--- config.mk ---
export PLATFORM = sky130hd
export DESIGN_NAME = cam_capture_flat
export DESIGN_NICKNAME = d
export VERILOG_FILES = /design/src/rtl/cam_capture_if.sv /design/src/rtl/cam_capture.sv /design/src/flat_wrapper.sv
export SDC_FILE = /design/constraint.sdc
export NUM_CORES = 1
export LEC_CHECK = 0
export ABC_AREA = 1
export BUFFER_PORTS_ARGS = -buffer_cell sky130_fd_sc_hd__buf_4
export CAP_MARGIN = 10
export CORE_UTILIZATION = 28
export DETAILED_ROUTE_END_ITERATION = 7
export GPL_TIMING_DRIVEN = 0
export HOLD_SLACK_MARGIN = 0.12
export PLACE_DENSITY = 0.43
export SYNTH_ARGS = -nofsm -noshare
export SYNTH_HDL_FRONTEND = slang
export SYNTH_SLANG_ARGS = --single-unit
--- constraint.sdc ---
create_clock -name sysclk -period 2.66 [get_ports sysclk]
set_input_delay 0.798 -clock sysclk [delete_from_list [all_inputs] [get_ports sysclk]]
set_output_delay 0.798 -clock sysclk [all_outputs]
set_load 0.05 [all_outputs]
--- src/rtl/cam_capture_if.sv ---
// Camera-side byte bus and BRAM write-side bus of the capture block.
// The camera/bench end uses master; the capture block uses slave.
interface cam_capture_if;
  logic        cam_pclk;
  logic        cam_vsync;
  logic        cam_href;
  logic [7:0]  cam_data;
  logic        wr_en;
  logic [18:0] wr_address;
  logic [11:0] wr_data;
  logic        frame_done;
  logic        overflow;

  modport master (
    output cam_pclk, cam_vsync, cam_href, cam_data,
    input  wr_en, wr_address, wr_data, frame_done, overflow
  );

  modport slave (
    input  cam_pclk, cam_vsync, cam_href, cam_data,
    output wr_en, wr_address, wr_data, frame_done, overflow
  );
endinterface

--- src/rtl/cam_capture.sv ---
// Captures RGB444 camera bytes in the sysclk domain and emits one BRAM write
// per pixel in raster order, with frame-done pulse and sticky overflow flag.
module cam_capture #(
  parameter int FRAME_PIXELS = 307200,
  parameter int LINE_PIXELS  = 640
) (
  input  logic          sysclk,
  input  logic          sysrst,
  input  logic          capture_en,
  cam_capture_if.slave  bus
);

  localparam int          LW        = $clog2(LINE_PIXELS + 1);
  localparam logic [18:0] FRAME_END = 19'(FRAME_PIXELS);
  localparam logic [LW-1:0] LINE_MAX = LW'(LINE_PIXELS);

  typedef enum logic [1:0] {IDLE, WAIT_VS, ACTIVE} state_t;

  state_t        r_state;
  state_t        w_nextState;

  logic [1:0]    r_pclkSync;
  logic [1:0]    r_vsyncSync;
  logic [1:0]    r_hrefSync;
  logic [7:0]    r_dataS1;
  logic [7:0]    r_dataS2;
  logic          r_pclkPrev;
  logic          r_vsyncPrev;
  logic          r_hrefPrev;

  logic          r_phase;
  logic [3:0]    r_red;
  logic [LW-1:0] r_lineCount;
  logic          r_wrEn;
  logic [18:0]   r_wrAddr;
  logic [11:0]   r_wrData;
  logic          r_frameDone;
  logic          r_overflow;

  logic          w_pclkRise;
  logic          w_byteValid;
  logic          w_vsyncRise;
  logic          w_vsyncFall;
  logic          w_hrefFall;
  logic          w_active;
  logic          w_frameStart;
  logic          w_frameEnd;

  // Data rides the same two stages as pclk/href so a byte lines up with its strobe.
  always_ff @(posedge sysclk or negedge sysrst) begin
    if (!sysrst) begin
      r_pclkSync  <= '0;
      r_vsyncSync <= '0;
      r_hrefSync  <= '0;
      r_dataS1    <= '0;
      r_dataS2    <= '0;
      r_pclkPrev  <= 1'b0;
      r_vsyncPrev <= 1'b0;
      r_hrefPrev  <= 1'b0;
    end else begin
      r_pclkSync  <= {r_pclkSync[0], bus.cam_pclk};
      r_vsyncSync <= {r_vsyncSync[0], bus.cam_vsync};
      r_hrefSync  <= {r_hrefSync[0], bus.cam_href};
      r_dataS1    <= bus.cam_data;
      r_dataS2    <= r_dataS1;
      r_pclkPrev  <= r_pclkSync[1];
      r_vsyncPrev <= r_vsyncSync[1];
      r_hrefPrev  <= r_hrefSync[1];
    end
  end

  assign w_pclkRise  = r_pclkSync[1] & ~r_pclkPrev;
  assign w_byteValid = w_pclkRise & r_hrefSync[1];
  assign w_vsyncRise = r_vsyncSync[1] & ~r_vsyncPrev;
  assign w_vsyncFall = ~r_vsyncSync[1] & r_vsyncPrev;
  assign w_hrefFall  = ~r_hrefSync[1] & r_hrefPrev;

  always_ff @(posedge sysclk or negedge sysrst) begin
    if (!sysrst) r_state <= IDLE;
    else         r_state <= w_nextState;
  end

  always_comb begin
    w_nextState = r_state;
    case (r_state)
      IDLE:    if (capture_en)  w_nextState = WAIT_VS;
      WAIT_VS: if (w_vsyncFall) w_nextState = ACTIVE;
      ACTIVE:  if (w_vsyncRise) w_nextState = capture_en ? WAIT_VS : IDLE;
      default: w_nextState = IDLE;
    endcase
  end

  always_comb begin
    w_active     = (r_state == ACTIVE);
    w_frameStart = (r_state == WAIT_VS) && w_vsyncFall;
    w_frameEnd   = (r_state == ACTIVE) && w_vsyncRise;
  end

  // A pixel that completes on a frame-ending cycle still writes, alongside frame_done.
  always_ff @(posedge sysclk or negedge sysrst) begin
    if (!sysrst) begin
      r_phase     <= 1'b0;
      r_red       <= '0;
      r_lineCount <= '0;
      r_wrEn      <= 1'b0;
      r_wrAddr    <= '0;
      r_wrData    <= '0;
      r_frameDone <= 1'b0;
      r_overflow  <= 1'b0;
    end else begin
      r_wrEn      <= 1'b0;
      r_frameDone <= w_frameEnd;
      if (r_wrEn && (r_wrAddr != FRAME_END)) r_wrAddr <= r_wrAddr + 19'd1;
      if (w_frameStart) begin
        r_wrAddr    <= '0;
        r_lineCount <= '0;
        r_phase     <= 1'b0;
        r_overflow  <= 1'b0;
      end else if (w_active) begin
        if (w_hrefFall) begin
          r_phase     <= 1'b0;
          r_lineCount <= '0;
        end else if (w_byteValid) begin
          if (!r_phase) begin
            r_red   <= r_dataS2[3:0];
            r_phase <= 1'b1;
          end else begin
            r_phase <= 1'b0;
            if ((r_lineCount == LINE_MAX) || (r_wrAddr == FRAME_END)) begin
              r_overflow <= 1'b1;
            end else begin
              r_wrEn      <= 1'b1;
              r_wrData    <= {r_red, r_dataS2};
              r_lineCount <= r_lineCount + LW'(1);
            end
          end
        end
      end
    end
  end

  assign bus.wr_en      = r_wrEn;
  assign bus.wr_address = r_wrAddr;
  assign bus.wr_data    = r_wrData;
  assign bus.frame_done = r_frameDone;
  assign bus.overflow   = r_overflow;

endmodule

--- src/flat_wrapper.sv ---
// flat-port wrapper written by rule: the top's interface ports become plain ports
module cam_capture_flat 
#(
  parameter int FRAME_PIXELS = 307200,
  parameter int LINE_PIXELS  = 640
)
  (sysclk, sysrst, capture_en, bus_cam_pclk, bus_cam_vsync, bus_cam_href, bus_cam_data, bus_wr_en, bus_wr_address, bus_wr_data, bus_frame_done, bus_overflow);
  cam_capture_if bus_i ();
  input  logic sysclk;
  input  logic sysrst;
  input  logic capture_en;
  input wire logic [$bits(bus_i.cam_pclk)-1:0] bus_cam_pclk;
  input wire logic [$bits(bus_i.cam_vsync)-1:0] bus_cam_vsync;
  input wire logic [$bits(bus_i.cam_href)-1:0] bus_cam_href;
  input wire logic [$bits(bus_i.cam_data)-1:0] bus_cam_data;
  output wire logic [$bits(bus_i.wr_en)-1:0] bus_wr_en;
  output wire logic [$bits(bus_i.wr_address)-1:0] bus_wr_address;
  output wire logic [$bits(bus_i.wr_data)-1:0] bus_wr_data;
  output wire logic [$bits(bus_i.frame_done)-1:0] bus_frame_done;
  output wire logic [$bits(bus_i.overflow)-1:0] bus_overflow;
  assign bus_i.cam_pclk = bus_cam_pclk;
  assign bus_i.cam_vsync = bus_cam_vsync;
  assign bus_i.cam_href = bus_cam_href;
  assign bus_i.cam_data = bus_cam_data;
  assign bus_wr_en = bus_i.wr_en;
  assign bus_wr_address = bus_i.wr_address;
  assign bus_wr_data = bus_i.wr_data;
  assign bus_frame_done = bus_i.frame_done;
  assign bus_overflow = bus_i.overflow;
  cam_capture #(.FRAME_PIXELS(FRAME_PIXELS), .LINE_PIXELS(LINE_PIXELS)) u_core (.sysclk(sysclk), .sysrst(sysrst), .capture_en(capture_en), .bus(bus_i));
endmodule
==> metrics.md, run 1 <==
| Metric | Value |
|---|---|
| Status | completed |
| LEAKAGE | 2.171 nW |
| Core area | 0.01216 mm^2 |
| Avg Cell Area, Syn | 8.552 um^2 |
| DR iter-0 viols | 115 |
| Synth Area in XOR/XNOR | 0.04215 |
| Period utilisation layout | 0.7034 |
| Top cells by area, synth | dfrtp_1, nand2_1, nor2_1 |
| GR Util All Layers | 0.1353 |
| Filler cells | roughly 1,200 |
| Buf+Inv Stages, Crit Path | 1 |
| Reg area | 0.001902 mm^2 |
| DRC viols | 0 |
| Setup_tns | 0 ps |
| Initial Util | 0.2904 |
| CTS tree | done |
| R2R Path Start | u_core.bus.wr_address[0] |
| R2R setup slack | 920 ps |
| Register area share after synthesis | 0.5384 |
| Synth unique cells | 32 |
| Footprint of the multi-input gates | 0.001414 mm^2 |
| Clk pin slew, worst setup/hold paths | 60 ps |
| Row count | 40 |
| Slew HR | 0.3504 |
| Critical Path Fanout Max | 6 |
| Max-slew violation count | 0 |
| Clk buf depth | 2 |
| CTS Buf Count | 9 |
| Wire length on met2 | between 3 and 4 mm |
| Post-synth top area share | 0.5384 |
| Antenna violations before repair | 0 |
| Sw frac | 0.2806 |
| Combinational family with the most area after synthesis | simple AND/OR/NAND/NOR gates |
| Crit path DAT | 1070 ps |
| CP Capture Type | output port |
| Psw | 765.8 uW |
| Minimum clock period | 1871 ps |
| Type of element launching the critical path | flop |
| Setup bufs post-CTS | 0 |
| Root Buffer | clkbuf_16 |
| Layout cells sized above 1 | 0.2038 |
| Post-synthesis compound-gate area fraction | 0.03719 |
| Cell family with most CP delay | flip-flops |
| Synth Flop Type | dfrtp_1 |
| IO Port Bufs | 47 |
| Post-DP Area | 0.004095 mm^2 |
| Max_cap viols | 0 |
| First-pass GRT wire length | 13.30 mm |
| Synth Warn # | 0 |
| Hold Vio Cnt, Final | 0 |
| Worst Skew | about 6.7 ps |
| Worst VDD drop | about 0.44 mV |
| Clock power share | 0.429 |
| CP peak stage delay | 480 ps |
| Largest net degree at the start of global routing | 77 |
| Post-CTS Hold Fix Bufs | 0 |
| Final antenna-violating net count | 0 |
| RSZ-0062 raised after global routing | false |
| Top cells by count, synth | nand2_1, dfrtp_1, nor2_1 |
| Remaining Overflow, GRT | 0 |
| M1 WL | 3.898 mm |
| Vias in the first global route | 2,595 |
| Post-CTS Resized | 0 |
| Slowest-stage cell, CP | dfrtp_1 |
| Min-Delay Path Class | flop to flop |
| Area leader, netlist | dfrtp_1 |
| Pint | roughly 2.0 mW |
| Max Freq | approximately 0.53 GHz |
| Skew-Pair Late Insertion Delay | ~340 ps |
| Area delta synth->final | 23.98% |
| Worst EP required | about 1900 ps |
| Critical path type | flop to output port |
| Final setup fails | 0 |
| DR top layer | met4 |
| Total number of vias | between 2,000 and 3,000 |
| # IOs | 48 |
| Hold Slack | 348.1 ps |
| Chip height | between 100 and 150 um |
| Routed WL | ~7.9 mm |
| Seq pwr share | 0.467 |
| Mux contribution to synthesized area | 0 |
| Syn Inst Count | 413 |
| Met3 Wirelength | 443 um |
| Top-count cell post-synth | nand2_1 |
| Post-route cell area | 0.004379 mm^2 |
| H-tree depth | 3 |
| Avg WL per Cell | 12.31 um |
| CP cell instances | buf_4 |
| Post-synth EDFFs | 0 |
| Synth Cell Area | 0.003532 mm^2 |
| Overall Power | around 2.7 mW |
| Routability Congestion | 0.7848 |
| Via density | 4.259 |
| Critical path origin | u_core.bus.wr_address[9] |
| Worst Max-Slew Pin Slew | 974.4 ps |
| Asr flop ratio synth | 1.000 |
| Ant diodes | 0 |
| Seq cells post-synth | 76 |
| Synth Area in Adders | 0.01417 |
| HPWL after DPL | 5.541 mm |
| Die Area | 0.01307 mm^2 |
| Final net count | between 400 and 500 |
| Worst hold start | u_core.r_hrefSync[0] |
| Net count after synthesis | 431 |
| Pre-antenna DRT Iters | 4 |
| PD cells | 623.3 mW/mm^2 |
| CTS Sinks | 76 |
| Synth Area in Simple Gates | 0.3068 |
| Combinational group share of total power | 0.104 |
| Die Wd | roughly 110 um |
## routing by layer
metal  GRT usage  vias to the layer above
li1            -                     1410
met3     0.04764                       13
met1      0.1789                     1258
met2      0.1992                       62
met5           0                        -
met4     0.05974                        0
## power groups by stage
stage                     Sequential (mW)  Combinational [mW]  Clock [mW]
after global placement               1.29               0.289           0
final                                1.27               0.285        1.17
after CTS                            1.27               0.292        1.22
after global routing                 1.28               0.320        1.25
after floorplan                      1.32               0.156           0
after detailed placement             1.29               0.292           0
## kinds of logic after synthesis
kind of cell | after synthesis
adders and majority gates | 4
and+or+nand+nor | 249
buffers and inverters | 46
xor gates and xnor gates | 17
DFF | 76
AOI/OAI and AO/OA | 21
## layout by cell type, fill, tap and decap left out, types with 5 or more instances in the layout
master	n
xor2_1	15
o21ai_2	6
clkbuf_16	9
nand2_1	140
inv_1	34
nand2_2	5
nand3_1	32
o21ai_0	9
nor2_1	49
dfrtp_1	76
nand4_1	8
buf_4	48
## state kept, by name (all words and copies together) (netlist names), 4 cells and up
name                   flops
u_core.bus.wr_address     19
u_core.bus.wr_data        12
u_core.r_dataS1            8
u_core.r_dataS2            8
u_core.r_lineCount        10
u_core.r_red               4
## cell type report
class / instances / area share
multi-input combinational: 291 / 0.3229
timing repair buffer: 47 / 0.08057
sequential: 76 / 0.4343
clock inverter: 7 / 0.01343
tap: 168 / 0.04800
inverter: 39 / 0.03457
clock buffer: 9 / 0.05143
buffer: 7 / 0.01486
## stage by stage
stage               worst slack [ps]  std cells    util
floorplan                      788.5        413       -
global placement               882.8        628  0.3367
detailed placement             890.4        628  0.3367
CTS                            769.4        644  0.3601
global route                   719.2        644  0.3601
finish                         789.0        644  0.3601
## path summary, 6_finish.rpt
check,to,depth (start not counted)
worst max-delay path,bus_wr_address[9],1
worst min-delay path,u_core.r_hrefSync[1],0
worst min register to register,u_core.r_hrefSync[1],0
min in group asynchronous,u_core.r_vsyncSync[0],1
max in group asynchronous,u_core.bus.wr_address[15],1
worst max register to register,u_core.bus.wr_data[11],10
Note: power is estimated with default switching activity, not from simulation.
==> run 2, diff against run 1 <==
Settings changed: PLACE_DENSITY 0.43 to 0.44.
Clock period 2.66 ns to 1.5 ns, I/O delays scaled along.
==> run 2 against run 1 <==
- the run now ends with setup timing left
- worst hold slack got worse by 140 ps
- combinational power rose to 2.7 times the previous value
- final cell count rose by 4.8%
- clock power rose by 83%
- die area did not move
- highest routed layer unchanged
==> metrics.md, run 2 (synthesis results as in run 1) <==
| Metric | Value |
|---|---|
| Largest net degree at the start of global routing | 77 |
| H-tree depth | 3 |
| Core area | between 0.01 and 0.015 mm^2 |
| Slew HR | 0.3337 |
| Skew-Pair Late Insertion Delay | 340 ps |
| CTS Buf Count | 9 |
| Via density | about 4.3 |
| Worst VDD drop | approximately 0.64 mV |
| Total number of vias | just under 3,000 |
| Root Buffer | clkbuf_16 |
| Minimum clock period | 1600 ps |
| Buf+Inv Stages, Crit Path | 3 |
| Type of element launching the critical path | flop |
| Worst Max-Slew Pin Slew | 999.4 ps |
| Number of flip-flops in the largest register | 19 |
| Non-Filler Instances | about 680 |
| CTS tree | done |
| Final antenna-violating net count | 0 |
| Min-Delay Path Class | input port to async pin |
| Crit path DAT | 1880 ps |
| Vias in the first global route | 2,820 |
| CP peak stage delay | 430 ps |
| Worst Skew | slightly below 8 ps |
| Violated checks | setup timing |
| Post-route core utilization | 0.4157 |
| Area delta synth->final | 43.15% |
| Pre-antenna DRT Iters | 4 |
| IO Port Bufs | 47 |
| Critical Path Fanout Max | 6 |
| # IOs | 48 |
| Max Freq | 0.6250 GHz |
| Critical path type | flop to flop |
| First-pass GRT wire length | around 14 mm |
| RSZ-0062 raised after global routing | true |
| Avg WL per Cell | ~13 um |
| CTS Sinks | 76 |
| CP Capture Type | flop |
| Post-DP Area | 0.004129 mm^2 |
| Final net count | 520 |
| CP most frequent cell | nand2_1 |
| Max-slew violation count | 0 |
| Worst EP required | 1780 ps |
| Ant diodes | 0 |
| Clk pin slew, worst setup/hold paths | around 70 ps |
| Die Area | 0.01307 mm^2 |
| Routability Congestion | roughly 0.84 |
| Commonest non-fill, non-tap cell in the layout | nand2_1 |
| GR Util All Layers | 0.1454 |
| CP cell instances | inv_2 > ha_4 > nand4_1 > nor2_1 > nand2_2 > nand2_4 > nand2_8 > inv_8 > clkbuf_16 > nand2_1 > nand2_1 |
| Setup_tns | -2715 ps |
| Overall Power | approximately 5.2 mW |
| Placed Cells incl. Taps | approximately 630 |
| Max_cap viols | 0 |
| Post-place setup slack | -231.7 ps |
| Chip height | 114.3 um |
| Period utilisation layout | 1.067 |
| Most frequent cells in the layout | nand2_1, buf_4, dfrtp_1, nor2_1, nand2_2 |
| Filler cells | between 1,000 and 1,500 |
| Final setup fails | between 40 and 50 |
| Routed WL | just under 9 mm |
| LEAKAGE | around 2.4 nW |
| Cell family with most CP delay | simple AND/OR/NAND/NOR gates |
| Post-route cell area | 0.005056 mm^2 |
| DR iter-0 viols | roughly 100 |
| HPWL after DPL | 5.493 mm |
| DRC viols | 0 |
| Remaining Overflow, GRT | 0 |
| Final setup margin | -99.96 ps |
| Die Wd | 114.3 um |
| Post-CTS Hold Fix Bufs | 0 |
| Layout cells sized above 1 | 0.3964 |
| Antenna violations before repair | 0 |
| Status | finished with violations |
| Hold Vio Cnt, Final | 0 |
| Slowest-stage cell, CP | dfrtp_2 |
| PD cells | 1022 mW/mm^2 |
| Row count | 40 |
| Clk buf depth | 2 |
| Initial Util | 0.2904 |
| Hold Slack | 211.3 ps |
## run 2: cell types whose count changed in the layout (fill, tap and decap cells not counted), sizes merged
cell	change
buf	+29
clkinvlp	-4
clkinv	+3
clkbuf	+2
nand2	+1
## run 2: where the power goes
group          switching, mW  internal (mW)  total (mW)
combinational          0.451          0.317       0.768
clock                  0.939           1.20        2.14
sequential            0.0753           2.18        2.26
## run 2: final timing paths
check | cells after the start | start | slack [ps] | end
min | 1 | sysrst | 210 | u_core.r_vsyncSync[0]
min reg2reg | 0 | u_core.r_pclkSync[0] | 350 | u_core.r_pclkSync[1]
max reg2reg | 11 | u_core.bus.wr_address[1] | -100 | u_core.bus.wr_address[4]
max in group asynchronous | 1 | sysrst | 510 | u_core.bus.wr_address[3]
min in group sysclk | 1 | bus_cam_data[7] | 210 | u_core.r_dataS1[7]
max | 11 | u_core.bus.wr_address[1] | -100 | u_core.bus.wr_address[4]
## run 2: area by class of cell
| cell class | count | area, um^2 | area share |
|---|---|---|---|
| buffer | 7 | 87.58 | 0.01732 |
| inverter | 39 | 161.4 | 0.03192 |
| tap | 168 | 210.2 | 0.04157 |
| multi-input combinational | 292 | 1678 | 0.3318 |
| timing repair buffer | 77 | 699.4 | 0.1383 |
| clock buffer | 10 | 239.0 | 0.04727 |
| clock inverter | 6 | 55.05 | 0.01089 |
| sequential | 76 | 1926 | 0.3808 |
## run 2: worst register-to-register path, delay by kind of cell, from the launching register on
family | cells | cell delay (ps)
AND/OR/NAND/NOR | 7 | 690
adder cells (fa/ha/maj) | 1 | 110
buffers and inverters | 3 | 300
flip-flops | 1 | 430
## run 2: routing by layer
metal	GRT usage	part of all wire	up-vias
li1	-	-	1475
met1	0.1917	0.47	1376
met2	0.2279	0.47	65
met3	0.04447	0.046	6
met4	0.04675	0.012	0
met5	0	0	-
## run 2: timing repair
item                                    CTS  global route
gates resized for setup                  41            58
pin swaps                                 9            25
gates cloned                              4             2
endpoints found under the setup margin   48            51
setup buffers                            19             6
